**config.mk**
```make
export PLATFORM = sky130hd
export DESIGN_NAME = jtcontra_gfx_romfetch_flat
export DESIGN_NICKNAME = d
export VERILOG_FILES = /design/src/rtl/jtcontra_gfx_romfetch_pkg.sv /design/src/rtl/jtcontra_gfx_romfetch_if.sv /design/src/rtl/jtcontra_gfx_romfetch_slot.sv /design/src/rtl/jtcontra_gfx_romfetch.sv /design/src/flat_wrapper.sv
export SDC_FILE = /design/constraint.sdc
export NUM_CORES = 1
export LEC_CHECK = 0
export CORE_ASPECT_RATIO = 2
export CORE_MARGIN = 4
export CORE_UTILIZATION = 52
export CTS_CLUSTER_DIAMETER = 80
export DETAILED_ROUTE_END_ITERATION = 6
export PLACE_DENSITY = 0.86
export SYNTH_ARGS = -nofsm -noshare
export SYNTH_HDL_FRONTEND = slang
export SYNTH_SLANG_ARGS = --single-unit
```
**constraint.sdc**
```tcl
create_clock -name clk -period 5.3 [get_ports clk]
set_input_delay 1.06 -clock clk [delete_from_list [all_inputs] [get_ports clk]]
set_output_delay 1.06 -clock clk [all_outputs]
set_load 0.02 [all_outputs]
```
**src/rtl/jtcontra_gfx_romfetch_pkg.sv**
```systemverilog
// Shared types and constants for the gfx ROM fetch stage: FSM states,
// client indices, default SDRAM region bases and a saturating counter helper.
package jtcontra_romfetch_pkg;

  typedef enum logic [1:0] {
    IDLE,
    REQ,
    WAIT
  } state_t;

  localparam logic GFX1 = 1'b0;
  localparam logic GFX2 = 1'b1;

  localparam logic [21:0] GFX1_OFFSET_DEF = 22'h00_0000;
  localparam logic [21:0] GFX2_OFFSET_DEF = 22'h04_0000;

  function automatic logic [15:0] sat_inc(input logic [15:0] v, input logic en);
    return (en && v != 16'hFFFF) ? v + 16'd1 : v;
  endfunction

endpackage

```
**src/rtl/jtcontra_gfx_romfetch_if.sv**
```systemverilog
// SDRAM read port shared by both gfx clients: request/address out, ack/ready/data back.
interface jtcontra_gfx_romfetch_if #(
  parameter int unsigned SW = 22
);
  logic          req;
  logic [SW-1:0] addr;
  logic          ack;
  logic          rdy;
  logic [15:0]   dout;

  modport master (output req, output addr, input ack, input rdy, input dout);
  modport slave  (input req, input addr, output ack, output rdy, output dout);
endinterface

```
**src/rtl/jtcontra_gfx_romfetch_slot.sv**
```systemverilog
// One-entry hold buffer for a single gfx client: tag, data and valid bit
// with a zero-latency hit compare against the client's current address.
module jtcontra_romfetch_slot #(
  parameter int unsigned AW = 18
) (
  input  logic          clk,
  input  logic          rst,
  input  logic          clr,
  input  logic          cs,
  input  logic [AW-1:0] addr,
  input  logic          wr,
  input  logic          wr_valid,
  input  logic [AW-1:0] wr_tag,
  input  logic [15:0]   wr_data,
  output logic          hit,
  output logic [15:0]   data
);

  logic          valid_q, valid_d;
  logic [AW-1:0] tag_q, tag_d;
  logic [15:0]   data_q, data_d;

  always_comb begin
    valid_d = valid_q;
    tag_d   = tag_q;
    data_d  = data_q;
    if (wr) begin
      valid_d = wr_valid;
      tag_d   = wr_tag;
      data_d  = wr_data;
    end
    // An invalidate always beats a fill landing in the same cycle
    if (clr) valid_d = 1'b0;
  end

  always_ff @(posedge clk) begin
    if (rst) begin
      valid_q <= 1'b0;
      tag_q   <= '0;
      data_q  <= '0;
    end else begin
      valid_q <= valid_d;
      tag_q   <= tag_d;
      data_q  <= data_d;
    end
  end

  assign hit  = cs & valid_q & (tag_q == addr);
  assign data = data_q;

endmodule

```
**src/rtl/jtcontra_gfx_romfetch.sv**
```systemverilog
// gfx1/gfx2 ROM fetch front-end: per-client hold buffers, round-robin miss
// arbitration onto one SDRAM read port. Define JTCONTRA_ROMFETCH_STATS_EN for hit/miss counters.
module jtcontra_gfx_romfetch
  import jtcontra_romfetch_pkg::*;
#(
  parameter int unsigned   AW          = 18,
  parameter int unsigned   SW          = 22,
  parameter logic [SW-1:0] GFX1_OFFSET = SW'(GFX1_OFFSET_DEF),
  parameter logic [SW-1:0] GFX2_OFFSET = SW'(GFX2_OFFSET_DEF)
) (
  input  logic                     clk,
  input  logic                     rst,
  input  logic                     flush,
  input  logic                     gfx1_cs,
  input  logic [AW-1:0]            gfx1_addr,
  output logic [15:0]              gfx1_data,
  output logic                     gfx1_ok,
  input  logic                     gfx2_cs,
  input  logic [AW-1:0]            gfx2_addr,
  output logic [15:0]              gfx2_data,
  output logic                     gfx2_ok,
  jtcontra_gfx_romfetch_if.master  sdram
`ifdef JTCONTRA_ROMFETCH_STATS_EN
  ,
  output logic [15:0]              stat_hit1,
  output logic [15:0]              stat_miss1,
  output logic [15:0]              stat_hit2,
  output logic [15:0]              stat_miss2
`endif
);

  state_t        state_q, state_d;
  logic          owner_q, owner_d;
  logic          last_q, last_d;
  logic          discard_q, discard_d;
  logic [AW-1:0] tag_pend_q, tag_pend_d;
  logic          req_q, req_d;
  logic [SW-1:0] addr_q, addr_d;

  logic [1:0]    hit, miss;
  logic          fill, fill_valid, wr1, wr2;

  jtcontra_romfetch_slot #(.AW(AW)) u_slot1 (
    .clk, .rst, .clr(flush), .cs(gfx1_cs), .addr(gfx1_addr),
    .wr(wr1), .wr_valid(fill_valid), .wr_tag(tag_pend_q), .wr_data(sdram.dout),
    .hit(hit[GFX1]), .data(gfx1_data)
  );

  jtcontra_romfetch_slot #(.AW(AW)) u_slot2 (
    .clk, .rst, .clr(flush), .cs(gfx2_cs), .addr(gfx2_addr),
    .wr(wr2), .wr_valid(fill_valid), .wr_tag(tag_pend_q), .wr_data(sdram.dout),
    .hit(hit[GFX2]), .data(gfx2_data)
  );

  assign miss[GFX1] = gfx1_cs & ~hit[GFX1];
  assign miss[GFX2] = gfx2_cs & ~hit[GFX2];
  assign gfx1_ok    = hit[GFX1];
  assign gfx2_ok    = hit[GFX2];
  assign sdram.req  = req_q;
  assign sdram.addr = addr_q;

  always_comb begin
    state_d    = state_q;
    owner_d    = owner_q;
    last_d     = last_q;
    tag_pend_d = tag_pend_q;
    req_d      = req_q;
    addr_d     = addr_q;
    fill       = 1'b0;
    case (state_q)
      IDLE: begin
        if (|miss) begin
          owner_d    = (&miss) ? ~last_q : miss[GFX2];
          tag_pend_d = (owner_d == GFX2) ? gfx2_addr : gfx1_addr;
          addr_d     = ((owner_d == GFX2) ? GFX2_OFFSET : GFX1_OFFSET) + SW'(tag_pend_d);
          req_d      = 1'b1;
          state_d    = REQ;
        end
      end
      REQ: begin
        if (sdram.ack) begin
          req_d = 1'b0;
          // Data may return alongside the ack; complete without visiting WAIT
          if (sdram.rdy) begin
            fill    = 1'b1;
            last_d  = owner_q;
            state_d = IDLE;
          end else begin
            state_d = WAIT;
          end
        end
      end
      WAIT: begin
        if (sdram.rdy) begin
          fill    = 1'b1;
          last_d  = owner_q;
          state_d = IDLE;
        end
      end
      default: state_d = IDLE;
    endcase
    discard_d  = (state_d == IDLE) ? 1'b0 : (discard_q | (flush & (state_q != IDLE)));
    fill_valid = ~discard_q & ~flush;
    wr1        = fill & (owner_q == GFX1);
    wr2        = fill & (owner_q == GFX2);
  end

  always_ff @(posedge clk) begin
    if (rst) begin
      state_q    <= IDLE;
      owner_q    <= GFX1;
      last_q     <= GFX1;
      discard_q  <= 1'b0;
      tag_pend_q <= '0;
      req_q      <= 1'b0;
      addr_q     <= '0;
    end else begin
      state_q    <= state_d;
      owner_q    <= owner_d;
      last_q     <= last_d;
      discard_q  <= discard_d;
      tag_pend_q <= tag_pend_d;
      req_q      <= req_d;
      addr_q     <= addr_d;
    end
  end

`ifdef JTCONTRA_ROMFETCH_STATS_EN
  logic [1:0][15:0] shit_q, shit_d, smiss_q, smiss_d;
  logic [1:0]       issue;

  always_comb begin
    issue       = '0;
    issue[GFX1] = (state_q == IDLE) & (|miss) & (owner_d == GFX1);
    issue[GFX2] = (state_q == IDLE) & (|miss) & (owner_d == GFX2);
    for (int unsigned i = 0; i < 2; i++) begin
      shit_d[i]  = sat_inc(shit_q[i], hit[i]);
      smiss_d[i] = sat_inc(smiss_q[i], issue[i]);
    end
    if (flush) begin
      shit_d  = '0;
      smiss_d = '0;
    end
  end

  always_ff @(posedge clk) begin
    if (rst) begin
      shit_q  <= '0;
      smiss_q <= '0;
    end else begin
      shit_q  <= shit_d;
      smiss_q <= smiss_d;
    end
  end

  assign stat_hit1  = shit_q[GFX1];
  assign stat_miss1 = smiss_q[GFX1];
  assign stat_hit2  = shit_q[GFX2];
  assign stat_miss2 = smiss_q[GFX2];
`endif

endmodule

```
**src/flat_wrapper.sv**
```systemverilog
// flat-port wrapper written by rule: the top's interface ports become plain ports
module jtcontra_gfx_romfetch_flat import jtcontra_romfetch_pkg::*;
#(
  parameter int unsigned   AW          = 18,
  parameter int unsigned   SW          = 22,
  parameter logic [SW-1:0] GFX1_OFFSET = SW'(GFX1_OFFSET_DEF),
  parameter logic [SW-1:0] GFX2_OFFSET = SW'(GFX2_OFFSET_DEF)
)
  (clk, rst, flush, gfx1_cs, gfx1_addr, gfx1_data, gfx1_ok, gfx2_cs, gfx2_addr, gfx2_data, gfx2_ok, sdram_req, sdram_addr, sdram_ack, sdram_rdy, sdram_dout);
  jtcontra_gfx_romfetch_if #(.SW(SW)) sdram_i ();
  input  logic clk;
  input  logic rst;
  input  logic flush;
  input  logic gfx1_cs;
  input  logic [AW-1:0] gfx1_addr;
  output logic [15:0] gfx1_data;
  output logic gfx1_ok;
  input  logic gfx2_cs;
  input  logic [AW-1:0] gfx2_addr;
  output logic [15:0] gfx2_data;
  output logic gfx2_ok;
  output wire logic [$bits(sdram_i.req)-1:0] sdram_req;
  output wire logic [$bits(sdram_i.addr)-1:0] sdram_addr;
  input wire logic [$bits(sdram_i.ack)-1:0] sdram_ack;
  input wire logic [$bits(sdram_i.rdy)-1:0] sdram_rdy;
  input wire logic [$bits(sdram_i.dout)-1:0] sdram_dout;
  assign sdram_req = sdram_i.req;
  assign sdram_addr = sdram_i.addr;
  assign sdram_i.ack = sdram_ack;
  assign sdram_i.rdy = sdram_rdy;
  assign sdram_i.dout = sdram_dout;
  jtcontra_gfx_romfetch #(.AW(AW), .SW(SW), .GFX1_OFFSET(GFX1_OFFSET), .GFX2_OFFSET(GFX2_OFFSET)) u_core (.clk(clk), .rst(rst), .flush(flush), .gfx1_cs(gfx1_cs), .gfx1_addr(gfx1_addr), .gfx1_data(gfx1_data), .gfx1_ok(gfx1_ok), .gfx2_cs(gfx2_cs), .gfx2_addr(gfx2_addr), .gfx2_data(gfx2_data), .gfx2_ok(gfx2_ok), .sdram(sdram_i));
endmodule
```
== After elaboration in Yosys (flattened, before gate mapping) ==
Cells that the tools add are included.
Word-level totals
  register bits after elaboration: 116
  input bits: 59
  output and inout port bits: 57
  word-level logic and storage cells: 66
Cells by class
  $add $sub $neg: 1
  eq/ne operators: 6
  multiplexer cells: 17
  bitwise gates (word level): 17
  reduce and logical (&&, ||, !) cells: 12
Operators with widths (number)
  equality test 18 bit: 2
  adder 22 x 18 -> 22 bit: 1
  2-to-1 mux 19 bit: 1
  2-to-1 mux 18 bit: 1
  bitwise AND 1 bit: 10
  2-to-1 mux 2 bit: 4
  2-to-1 mux 1 bit: 7
  NOT 1 bit: 6
  case mux 1 bit (2 select lines): 3
  case mux 2 bit (3 select lines): 1
  AND reduction 2 bit: 3
  nonzero test 2 bit: 3
  OR reduction 2 bit: 3
  zero test 2 bit: 2
  AND reduction 3 bit: 1
  equality test 2 x 1 -> 1 bit (second input constant): 1
  equality test 2 bit (second input constant): 1
  != test 2 x 1 -> 1 bit (second input constant): 1
  != test 2 bit (second input constant): 1
  bitwise OR 1 bit: 1

== Logic depth before layout (Yosys ltp) ==
Gate-level depths: netlist (run 1).
  depth after elaboration: 9
  depth in mapped cells: 9
  depth with buffers taken out: 7

== Modules after synthesis ==
A second synthesis (run 1) with hierarchy kept.
Second synthesis, totals
  cell total of the unflattened synthesis: 427
  area total of the unflattened synthesis: 4182.8 µm²
By module, submodules not included
  jtcontra_romfetch_slot: times used 2, cells an instance 138, area each 1431.4 µm², sequential area each 700.7 µm²
  jtcontra_gfx_romfetch: times used 1, cells an instance 151, area each 1320.0 µm², sequential area each 480.5 µm²

== Worst setup path after synthesis (run 1) ==
Ideal clock, no wire load.
  path type: input-to-output
  start: input port gfx1_addr[12]
  end: output port gfx1_ok
  data arrival time: 2058 ps
  required time: 4240 ps
  setup slack: 2182 ps
  stages: 4
  path buffers: 0
  cell sequence: xor2_1 -> nor4_1 -> nand4_2 -> nor2_1
Between the ends
  cells in the longest elaborated chain, start to end: 2
RTL lines
  start: declaration: RTL line flat_wrapper.sv:15  | input logic [AW-1:0] gfx1_addr;
  equality test 18 bit: RTL line jtcontra_gfx_romfetch_slot.sv:48  | assign hit = cs & valid_q & (tag_q == addr);
  bitwise AND 1 bit: RTL line jtcontra_gfx_romfetch_slot.sv:48
  end: declaration: RTL line flat_wrapper.sv:17  | output logic gfx1_ok;
Every way passes these cells.

== Final worst setup path (run 1) ==
  start: input port gfx2_addr[13]
  end: output port gfx2_ok
Between the ends
  cells in the longest elaborated chain, start to end: 2
RTL lines
  start: declaration: RTL line flat_wrapper.sv:19  | input logic [AW-1:0] gfx2_addr;
  equality test 18 bit: RTL line jtcontra_gfx_romfetch_slot.sv:48
  bitwise AND 1 bit: RTL line jtcontra_gfx_romfetch_slot.sv:48
  end: declaration: RTL line flat_wrapper.sv:21  | output logic gfx2_ok;
Every way passes these cells.

==> summary.md, run 1 <==
| Metric | Value |
|---|---|
| # hold bufs at CTS | 0 |
| CP Class | in -> out |
| DRT Wirelength | 14000 microns |
| Setup_tns | 0 ns |
| Synthesized flop and latch total | 94 |
| Post-CTS Resized | 0 |
| Clk_skew | 0.006929 ns |
| Cells after DPL | 706 |
| Slew headroom | 26.44% |
| # IOs | 116 |
| Ys async rst share | 0% |
| Vias | 4481 |
| Synth warn | 0 |
| Maximum vdd ir drop | 0.0002175 V |
| Clk sinks | 94 |
| Antenna-violating nets left | 0 |
| Slew Viols, Final | 0 |
| Setup crit end kind | output pin |
| Skew-Pair Late Insertion Delay | 0.35 ns |
| Core box area | 0.007885 sq mm |
| Most frequent cells in the layout | nand2_1, clkdlybuf4s50_1, dfxtp_1 |
| Failing checks | DRC |
| Syn Area/Cell | 7.953 sq um |
| Post-DP HPWL | 9646 microns |
| GRT Overall Usage | 29.30% |
| Worst setup SP type | primary input |
| Crit-path max FO | 3 |
| Layout cells sized above 1 | 5.272% |
| First-pass GRT wire length | 21940 microns |
| Layout area overhead | 34.95% |
| Remaining Overflow, GRT | 0 |
| Die area | 0.009664 sq mm |
| Setup violators final | 0 |
| Initial antenna violation count | 0 |
| CTS tree | built |
| Cells after synthesis | 528 |
| Status | complete, but fails checks |
| Prevailing post-synth register cell | dfxtp_1 |
| Netlist cell types | 37 |
| Number of global-route vias before repair | 4495 |
| CTS clk-pin slew, worst paths | 0.06 ns |
| Post-synth EDFFs | 0 |
| Largest net degree at the start of global routing | 60 |
| Max-Cap Viols | 0 |
| # DRC | 1 |
| Routability Congestion | 0.9506 |
| First drt pass iteration count | 7 |
| Final net count | 684 |
| Worst Max-Slew Pin Slew | 1.103 ns |
| RSZ-0062 raised after global routing | no |
| Final Hold Viols | 0 |
| Htree depth | 3 |
| Post-synthesis sequential area ratio | 44.82% |
| Fin crit period | 4.371 ns |
| Min-delay worst type | reg -> reg |
| Die span in x | 71.54 microns |
| Row count | 46 |
| Critical Path AT | 3.31 ns |
| Root buf cell | clkbuf_16 |
| Starting Density | 53.25% |
| Fmax | 228.8 MHz |
| TritonCTS Buffers | 9 |
| Diode count | 0 |
| Non-filler cells, final | 722 |
| Drt initial violations | 405 |
| CP required | 4.24 ns |
| Post CTS Setup Buffer Count | 0 |
| Clk buf depth | 2 |
| Final Cycle Share | 82.47% |
| Routed length per placed instance | 19.39 microns |
| Leak | 2.024 nW |
| Vias per inst | 6.206 |
| Post-Syn Area | 0.004199 sq mm |
| Chip height | 135.1 microns |
| Commonest non-fill, non-tap cell in the layout | nand2_1 |
| Number of port buffers | 112 |
| Power Dens Cells | 307.9 mW/mm^2 |
==> per-stage QoR <==
step | power, mW | util (%) | hold slack, ns | setup WS, ns | area, sq um
after floorplan | 0.8787 | - | 0.4426 | 2.182 | 4207
after global placement | 0.9983 | 67.45 | 0.4417 | 1.076 | 5319
after detailed placement | 1.004 | 67.45 | 0.4487 | 1.027 | 5319
after CTS | 1.745 | 71.87 | 0.4614 | 1.019 | 5667
after global routing | 1.795 | 71.87 | 0.4757 | 0.7576 | 5667
final | 1.745 | 71.87 | 0.4607 | 0.9289 | 5667
==> cell families (layout without fill, tap and decap cells) <==
| kind of cell | Yosys count | count (layout) | share of synthesized area [%] |
|---|---|---|---|
| compound gates | 127 | 127 | 18.21 |
| fa+ha+maj | 4 | 4 | 1.192 |
| other cells | 1 | 3 | 0.08931 |
| buf+inv | 44 | 140 | 4.767 |
| xor+xnor | 36 | 36 | 7.509 |
| simple gates | 221 | 221 | 23.18 |
| flops | 94 | 94 | 44.82 |
| mux | 1 | 1 | 0.2384 |
==> cell type report <==
cell class	count	area (sq um)
repair buffers	119	1169
flip-flops and latches	94	1882
inverters	5	18.77
clock buffers	9	225.2
fillers	616	2218
multi-input cells	392	2130
well taps	96	120.1
clock inverters	7	122.6
==> synthesized netlist by cell type (3+ instances only) <==
cell type  number  area share (%)
xor2_1         36             7.5
buf_4           6             1.1
a311oi_1       18             3.8
nor3_1         21             2.5
dfxtp_1        94              45
a21oi_1        75             8.9
nand3_1        20             2.4
nor2b_1         4            0.60
o21ai_0        21             2.5
or3_1           3            0.45
clkbuf_1       31             2.8
nand2_1       142              13
inv_1           5            0.45
nor2_1          8            0.72
nor4_1         15             2.2
ha_1            4             1.2
a2111oi_0       3            0.63
==> where the power goes <==
group	switching, mW	internal, mW	total, mW
Clock	0.287	0.463	0.750
Sequential	0.0251	0.729	0.754
Combinational	0.134	0.107	0.241
Total	0.447	1.30	1.74
==> critical path, cell delays in order <==
cell and delay (ns):
clkdlybuf4s50_1 0.43, xor2_1 0.21, nor4_1 0.41, nand4_1 0.23, nor2_1 0.29, clkdlybuf4s50_1 0.67
==> flip-flops by register name, summed over array words and instances, names as in the netlist <==
| register | flops |
|---|---|
| u_core.u_slot1.tag_q | 18 |
| u_core.u_slot2.tag_q | 18 |
| u_core.tag_pend_q | 17 |
| u_core.u_slot1.data | 16 |
| u_core.u_slot2.data | 16 |
| u_core.sdram.addr | 2 |
| u_core.state_q | 2 |
| u_core.discard_q | 1 |
| u_core.last_q | 1 |
| u_core.sdram.req | 1 |
| u_core.u_slot1.valid_q | 1 |
| u_core.u_slot2.valid_q | 1 |
==> path summary, 6_finish.rpt <==
path | startpoint | endpoint | slack, ns | cells past startpoint
setup reg to reg | u_core.u_slot2.tag_q[15] | u_core.sdram.req | 2.66 | 7
hold / removal | u_core.u_slot2.data[14] | u_core.u_slot2.data[14] | 0.46 | 2
setup / recovery | gfx2_addr[13] | gfx2_ok | 0.93 | 6
hold reg to reg | u_core.u_slot2.data[14] | u_core.u_slot2.data[14] | 0.46 | 2
==> metal layers <==
metal | track usage, % | share of wire [%] | up-vias
li1 | - | - | 2014
met1 | 29.72 | 33 | 2066
met2 | 49.64 | 51 | 302
met3 | 8.122 | 8.2 | 99
met4 | 22.07 | 7.8 | 0
met5 | 0 | 0 | -
Power figures use the tool's default switching activity.
==> run 2, diff against run 1 <==
CORE_UTILIZATION = 48   (was 52)
PLACE_DENSITY = 0.8   (was 0.86)
clock period = 4.4 ns   (was 5.3 ns; I/O delays follow)
==> summary.md, run 2 (synthesis results as in run 1) <==
| Metric | Value |
|---|---|
| Post-DP HPWL | 10050 microns |
| Post CTS Setup Buffer Count | 0 |
| Setup_tns | 0 ns |
| Register-to-register setup slack | 1.95 ns |
| Drt initial violations | 412 |
| Clk sinks | 94 |
| Row count | 48 |
| DRT Wirelength | 14050 microns |
| Largest net degree at the start of global routing | 64 |
| Layout cells sized above 1 | 5.705% |
| Post-CTS Resized | 0 |
| CP Class | in -> out |
| CTS clk-pin slew, worst paths | 0.06 ns |
| Root buf cell | clkbuf_16 |
| Cell count along the critical path | 6 |
| Routability Congestion | 0.9524 |
| Commonest non-fill, non-tap cell in the layout | nand2_1 |
| Number of global-route vias before repair | 4435 |
| Crit-path max FO | 4 |
| Critical Path AT | 3.04 ns |
| Final net count | 689 |
| TritonCTS Buffers | 9 |
| # hold bufs at CTS | 0 |
| Worst reg-to-reg path cell count | 6 |
| Delay of the slowest critical-path stage | 0.65 ns |
| Crit-path cells | clkdlybuf4s50_1, xor2_1, nor4_1, nand4_2, nor2_1, clkdlybuf4s50_1 |
| Htree depth | 3 |
| Skew-Pair Late Insertion Delay | 0.34 ns |
| Die span in x | 74.14 microns |
| Final Hold Viols | 0 |
| Slew Viols, Final | 0 |
| Chip height | 140.3 microns |
| Maximum vdd ir drop | 0.0002498 V |
| Layout area overhead | 35.22% |
| Vias per inst | 5.936 |
| Setup violators final | 0 |
| Fin crit period | 3.920 ns |
| Slew headroom | 22.29% |
| Final Cycle Share | 89.09% |
| RSZ-0062 raised after global routing | no |
| Setup ws final | 0.4801 ns |
| Buffers & Inverters on Critical Path | 2 |
| Clk buf depth | 2 |
| Crit-path most repeated cell | clkdlybuf4s50_1 |
| Biggest regs | u_core.u_slot1.tag_q x18, u_core.u_slot2.tag_q x18, u_core.tag_pend_q x17 |
| Largest delay share family, worst path | buffers and inverters |
| CP required | 3.52 ns |
| Clk_skew | 0.005878 ns |
| Pre-CTS setup slack | 0.5137 ns |
| Worst r2r dst | u_core.tag_pend_q[4] |
| First-pass GRT wire length | 22050 microns |
| # DRC | 0 |
| Starting Density | 48.89% |
| GRT Overall Usage | 27.77% |
| First drt pass iteration count | 7 |
| Die area | 0.01040 sq mm |
| Initial antenna violation count | 0 |
| Status | complete, no violations |
| Vias | 4339 |
| Worst Max-Slew Pin Slew | 1.166 ns |
| # IOs | 116 |
| Power Dens Cells | 359.0 mW/mm^2 |
| Core box area | 0.008588 sq mm |
| CTS tree | built |
| CP Launch Point | gfx1_addr[5] |
| R2r startpoint | u_core.u_slot2.tag_q[15] |
| Slowest CP cell | clkdlybuf4s50_1 |
| Leak | 2.045 nW |
| Number of port buffers | 112 |
| Max-Cap Viols | 0 |
| Fmax | 255.1 MHz |
| Worst setup SP type | primary input |
| Routed length per placed instance | 19.22 microns |
| Min-delay worst type | reg -> reg |
| Diode count | 0 |
| End of the critical path | gfx1_ok |
| Antenna-violating nets left | 0 |
| Remaining Overflow, GRT | 0 |
| Most frequent cells in the layout | nand2_1, clkdlybuf4s50_1, dfxtp_1 |
| Setup crit end kind | output pin |
[run 2: cell types whose count changed in the layout (fill, tap and decap cells not counted)]
cell,delta
clkinvlp_4,-2
clkinv_2,+2
clkinv_4,-2
bufinv_16,-1
clkbuf_1,+2
clkbuf_8,+1
buf_4,+5
[run 2: worst min-delay path by stage]
stage,from,end,depth (start not counted)
3_5_place_dp,u_core.u_slot2.data[6],u_core.u_slot2.data[6],2
2_1_floorplan,u_core.discard_q,u_core.u_slot1.valid_q,1
6_report,u_core.u_slot1.data[2],u_core.u_slot1.data[2],2
4_1_cts,u_core.u_slot2.data[2],u_core.u_slot2.data[2],2
3_3_place_gp,u_core.u_slot1.data[2],u_core.u_slot1.data[2],2
5_1_grt,u_core.u_slot2.data[3],u_core.u_slot2.data[3],2
[run 2: area by class of cell]
| type | instances | area (sq um) |
|---|---|---|
| Multi-Input combinational cell | 392 | 2130 |
| Timing Repair Buffer | 124 | 1206 |
| Clock buffer | 12 | 246.5 |
| Inverter | 5 | 18.77 |
| Fill cell | 748 | 2910 |
| Tap cell | 100 | 125.1 |
| Sequential cell | 94 | 1882 |
| Clock inverter | 4 | 70.07 |
[run 2: routing by layer]
metal | routed length, microns | up-vias | GRT usage, %
met4 | 952 | 0 | 20.63
met5 | 0 | - | 0
li1 | - | 2019 | -
met2 | 7351 | 210 | 46.96
met3 | 921 | 72 | 6.537
met1 | 4824 | 2038 | 28.34
[run 2: per-stage QoR]
stage | hold WS [ns] | total power [mW] | utilization [%] | instances | cell area [sq um]
floorplan | 0.4426 | 1.058 | - | 530 | 4207
global placement | 0.4424 | 1.208 | 62.43 | 715 | 5361
detailed placement | 0.4485 | 1.215 | 62.43 | 715 | 5361
CTS | 0.4579 | 2.037 | 66.11 | 731 | 5678
global route | 0.4740 | 2.102 | 66.11 | 731 | 5678
finish | 0.4551 | 2.039 | 66.11 | 731 | 5678
[run 2: worst min-delay path, stage by stage (launching register included)]
cell and delay (ns):
dfxtp_1 0.31, nand2_1 0.05, a21oi_1 0.05
[run 2: power by group]
part           switching (mW)  internal (mW)  leakage (nW)
clock network           0.323          0.512         0.157
logic                   0.164          0.132          1.13
registers              0.0296          0.878         0.763
total                   0.516           1.52          2.04
